**src/rtl/div_iter_pkg.sv**
```systemverilog
// Shared divider definitions: machine width and the E-stage ALU op codes
// that select DIV/DIVU, plus the decode helper that builds start_i.
package div_iter_pkg;

  localparam int XLEN = 32;

  typedef enum logic [4:0] {
    ALU_NOP  = 5'd0,
    ALU_ADD  = 5'd1,
    ALU_SUB  = 5'd2,
    ALU_DIV  = 5'd20,
    ALU_DIVU = 5'd21
  } alu_op_t;

  function automatic logic is_div_op(input alu_op_t op);
    return (op == ALU_DIV) || (op == ALU_DIVU);
  endfunction

  function automatic logic is_signed_div(input alu_op_t op);
    return op == ALU_DIV;
  endfunction

endpackage

```
**src/rtl/div_iter.sv**
```systemverilog
// Radix-2 restoring divider for DIV/DIVU; stalls F/D/E until {HI,LO} ready.
// Ports: clk, resetn, start_i, signed_i, annul_i, opdata1_i, opdata2_i,
//        div_stall_o, ready_o, result_o = {remainder, quotient}.
module div_iter
  import div_iter_pkg::*;
#(
  parameter int WIDTH = XLEN
) (
  input  logic               clk,
  input  logic               resetn,
  input  logic               start_i,
  input  logic               signed_i,
  input  logic               annul_i,
  input  logic [WIDTH-1:0]   opdata1_i,
  input  logic [WIDTH-1:0]   opdata2_i,
  output logic               div_stall_o,
  output logic               ready_o,
  output logic [2*WIDTH-1:0] result_o
);

  localparam int CW = $clog2(WIDTH);
  localparam logic [CW-1:0] LAST = CW'(WIDTH - 1);

  typedef enum logic [1:0] {
    IDLE = 2'd0,
    BUSY = 2'd1,
    DONE = 2'd2
  } state_t;

  state_t           state;
  logic [CW-1:0]    count;
  logic [WIDTH-1:0] rem;
  logic [WIDTH-1:0] quo;
  logic [WIDTH-1:0] dvs;
  logic             neg_q;
  logic             neg_r;

  logic             neg_a;
  logic             neg_b;
  logic [WIDTH-1:0] a_abs;
  logic [WIDTH-1:0] b_abs;
  logic [WIDTH:0]   shifted;
  logic [WIDTH:0]   trial;
  logic [WIDTH-1:0] rem_nxt;
  logic [WIDTH-1:0] quo_nxt;
  logic [WIDTH-1:0] q_fix;
  logic [WIDTH-1:0] r_fix;

  always_comb begin
    neg_a   = signed_i & opdata1_i[WIDTH-1];
    neg_b   = signed_i & opdata2_i[WIDTH-1];
    a_abs   = neg_a ? -opdata1_i : opdata1_i;
    b_abs   = neg_b ? -opdata2_i : opdata2_i;
    // Partial remainder picks up the next dividend bit, MSB first.
    shifted = {rem, quo[WIDTH-1]};
    trial   = shifted - {1'b0, dvs};
    rem_nxt = trial[WIDTH] ? shifted[WIDTH-1:0] : trial[WIDTH-1:0];
    quo_nxt = {quo[WIDTH-2:0], ~trial[WIDTH]};
    q_fix   = neg_q ? -quo_nxt : quo_nxt;
    r_fix   = neg_r ? -rem_nxt : rem_nxt;
  end

  always_ff @(posedge clk) begin
    if (!resetn) begin
      state    <= IDLE;
      count    <= '0;
      rem      <= '0;
      quo      <= '0;
      dvs      <= '0;
      neg_q    <= 1'b0;
      neg_r    <= 1'b0;
      result_o <= '0;
    end else if (annul_i) begin
      state <= IDLE;
    end else begin
      unique case (state)
        IDLE: begin
          if (start_i) begin
            if (opdata2_i != '0) begin
              rem   <= '0;
              quo   <= a_abs;
              dvs   <= b_abs;
              neg_q <= neg_a ^ neg_b;
              neg_r <= neg_a;
              count <= '0;
              state <= BUSY;
            end else begin
              // Divide by zero: HI = dividend, LO = all ones.
              result_o <= {opdata1_i, {WIDTH{1'b1}}};
              state    <= DONE;
            end
          end
        end
        BUSY: begin
          rem   <= rem_nxt;
          quo   <= quo_nxt;
          count <= count + CW'(1);
          if (count == LAST) begin
            result_o <= {r_fix, q_fix};
            state    <= DONE;
          end
        end
        // start_i may still be high while the divide leaves E.
        DONE:    state <= IDLE;
        default: state <= IDLE;
      endcase
    end
  end

  assign ready_o     = (state == DONE) & ~annul_i;
  assign div_stall_o = ~annul_i &
                       (((state == IDLE) & start_i) | (state == BUSY));

endmodule

```
**config.mk**
```make
export PLATFORM = sky130hd
export DESIGN_NAME = div_iter
export DESIGN_NICKNAME = d
export VERILOG_FILES = /design/src/rtl/div_iter_pkg.sv /design/src/rtl/div_iter.sv
export SDC_FILE = /design/constraint.sdc
export NUM_CORES = 1
export LEC_CHECK = 0
export ABC_AREA = 1
export ABC_CLOCK_PERIOD_IN_PS = 3830
export CAP_MARGIN = 40
export CORE_MARGIN = 2
export CORE_UTILIZATION = 40
export DETAILED_ROUTE_END_ITERATION = 16
export PLACE_DENSITY = 0.59
export SLEW_MARGIN = 25
export SYNTH_ARGS = -nofsm -noshare
export SYNTH_HDL_FRONTEND = slang
export SYNTH_SLANG_ARGS = --single-unit
```
**constraint.sdc**
```tcl
create_clock -name clk -period 3.83 [get_ports clk]
set_input_delay 1.149 -clock clk [delete_from_list [all_inputs] [get_ports clk]]
set_output_delay 1.149 -clock clk [all_outputs]
set_load 0.02 [all_outputs]
```
==> results.cfg <==
[status]
status = finished clean

[final_layout]
drive_gt1_frac = 0.110
syn2layout_area_growth_pct = 26.4
final_cells = 2870
diodes = 0
fin_nets = 2523

[power]
p_sw_w = 0.00196
irDropWorstVdd_mv = 0.372
powerDensity_nw_per_um2 = 331
switching_share = 0.357
pwr-share-clk = 0.336
p_leak_nw = 7.93
internal-power_w = 0.00353
power.total_w = 0.00549
combPwrFrac = 0.315
seqPwrFrac = 0.349

[worst_setup_path]
cp_max_fo = 5
critPathLaunchType = flop
crit_required_ns = 4.18
path_class = reg -> reg
worstPathArrival_ns = 4.04
cp-end-kind = flop

[die]
die_x_um = 185
dieArea_um2 = 34300
initial_core_util = 0.405
die_h_um = 185
core_um2 = 32500
num_rows = 66
pin_count = 135

[synth]
synthXorXnorAreaFrac = 0.0360
synth_top_family_by_area = simple AND/OR/NAND/NOR gates
syn_nets = 2331
synth_largest_area_cell = dfxtp_1
synth_mux_area_frac = 0.00162
synth-edff-count = 0
yosys.area_share.adder = 0.0377
synth-compound-area-share = 0.185
netlist_instances = 2223
yosysMostFrequentCell = nand2_1
synth-simple-area-share = 0.362
yosysWarnings = 0
syn-mean-instance-area_um2 = 5.91
yosysSeqAreaShare = 0.258
synthTopCellsByArea = dfxtp_1 26%, nand2_1 20%, inv_1 8.4%, a21oi_1 6.6%, o21ai_0 6.6%
synth_common_cells = 685 x nand2_1, 293 x inv_1, 174 x a21oi_1
synth.distinct_cells = 54
ys_ff_latch = 169
ys.flop_type = dfxtp_1
synth_top_area_share = 0.258
ys_async_sr_fraction = 0
synth_area_um2 = 13100

[grt]
grt_usage = 0.283
grt_max_degree = 68
grt_pass1_wl_mm = 74.5
grt_pass1_vias = 13700
antenna_found_initial = 0
grt_remaining_overflow = 0

[clock_tree]
h-tree-depth = 4
cts_sinks = 169
cts-root-buf = clkbuf_16
clockBufferDepth = 2
clk_latency_ns = 0.46
cts_buffers = 17
cts_tree = built
cts.clk_slew.worst_paths_ns = 0.07
hold_buffers = 0

[flow_run]
cap_viol_max_count = 0

[sta]
period_share = 0.963
hold_violations = 0
setup_viol_count_final = 0
timing.final.ws_setup_ns = 0.143
worst_pin_slew_ns = 0.685
fin_skew_ns = 0.0142
slew_violations = 0
fin_crit_ns = 3.69
max_slew_margin = 0.543
tns_ns = 0
max_freq_mhz = 271

[placed_design]
hpwlAfterDp_mm = 38.1
gp_congestion = 0.941
place_inst = 2836
port_buffers = 134
post-place-ws_ns = -0.140

[detailed_routing]
drtAntennaViolNets = 0
firstDrtPassIters = 6
routedWlPerCell_um = 16.8
viasPerCell = 5.21
vias = 15000
drtIter0Drc = 1095
finalWirelength_mm = 48.3
drt_drc_violations_left = 0

[min_path]
hold_class = reg -> reg
## per-stage QoR
step / area [um^2] / utilization / hold WS [ns]
after floorplan: 13100 / - / 0.430
after global placement: 15700 / 0.485 / 0.454
after detailed placement: 15700 / 0.485 / 0.456
after CTS: 16300 / 0.504 / 0.469
after global routing: 16600 / 0.511 / 0.486
final: 16600 / 0.511 / 0.465
## final timing paths
check,from,end,slack (ns),cells past startpoint
setup reg to reg,dvs[27]$_SDFFE_PN0P_,result_o[28]$_SDFFE_PN0P_,0.14,23
hold / removal,result_o[29]$_SDFFE_PN0P_,result_o[29]$_SDFFE_PN0P_,0.47,2
hold reg to reg,result_o[29]$_SDFFE_PN0P_,result_o[29]$_SDFFE_PN0P_,0.47,2
setup / recovery,dvs[27]$_SDFFE_PN0P_,result_o[28]$_SDFFE_PN0P_,0.14,23
## power groups by stage
stage	Sequential, W	Clock (W)	Combinational, W
after floorplan	0.00196	0	0.000993
after global placement	0.00195	0	0.00165
after detailed placement	0.00195	0	0.00165
after CTS	0.00191	0.00188	0.00166
after global routing	0.00192	0.00195	0.00191
final	0.00191	0.00185	0.00173
## metal layers
metal  share of wire  global-route usage  vias to the layer above
met5               0                   0                        -
met4           0.029               0.102                        0
met1            0.47               0.397                     6811
li1                -                   -                     7570
met2            0.44               0.441                      508
met3           0.070              0.0415                       70
## repair_timing
action | 4_1_cts | 5_1_grt
gates resized for setup | 0 | 38
setup endpoints to repair | 0 | 11
buffers inserted | 0 | 2
## layout make-up
type,instances,area [um^2]
Timing Repair Buffer,260,2440
Multi-Input combinational cell,1655,8440
Sequential cell,169,3390
Tap cell,442,553
Clock inverter,14,170
Clock buffer,18,439
Fill cell,3392,15900
Inverter,312,1170
## registers in the layout, summed over array words and instances (netlist names)
| name | cells |
|---|---|
| neg_r | 1 |
| quo | 32 |
| neg_q | 1 |
| count | 5 |
| rem | 32 |
| result_o | 64 |
| state | 2 |
| dvs | 32 |
## worst max-delay path: stages (launching register included)
cell	delay, ns
dfxtp_1	0.33
inv_1	0.05
ha_2	0.38
nand2_1	0.11
nor2_1	0.21
nand2_2	0.13
nor2_2	0.15
nand2_4	0.09
nand2_4	0.09
nand2_4	0.06
nand2_4	0.11
ha_4	0.15
nand3_4	0.09
nor3_2	0.25
nand3_2	0.15
nor3_4	0.21
nand4_1	0.14
nand2_1	0.12
nand2_2	0.10
nor2_4	0.18
buf_6	0.12
o211ai_1	0.09
xnor2_1	0.19
a21oi_1	0.07
## cells in the final DEF, fill, tap and decap left out, types with 8 or more instances in the layout
cell type        count
a211oi_1            18
nand4_1             24
nor2_2              12
a31oi_1             27
nand3b_1            17
xor2_1              39
o21ai_0            173
nor3_1              22
inv_2               15
clkdlybuf4s50_1    133
nand2_2             28
inv_1              293
o211ai_1            14
ha_4                12
nand2_1            680
nand3_1            131
xnor2_1             15
dfxtp_1            166
nor2_1             166
clkbuf_16           17
buf_12              12
o31ai_1             11
ha_1                24
buf_4              112
a21oi_1            171
nor2_4               8
## logic make-up after synthesis
group                      count (synthesis)
and+or+nand+nor                         1117
adders and majority gates                 39
xor gates and xnor gates                  54
AOI/OAI and AO/OA                        443
buffers and inverters                    399
muxes                                      2
DFF                                      169
Power figures use the tool's default switching activity.
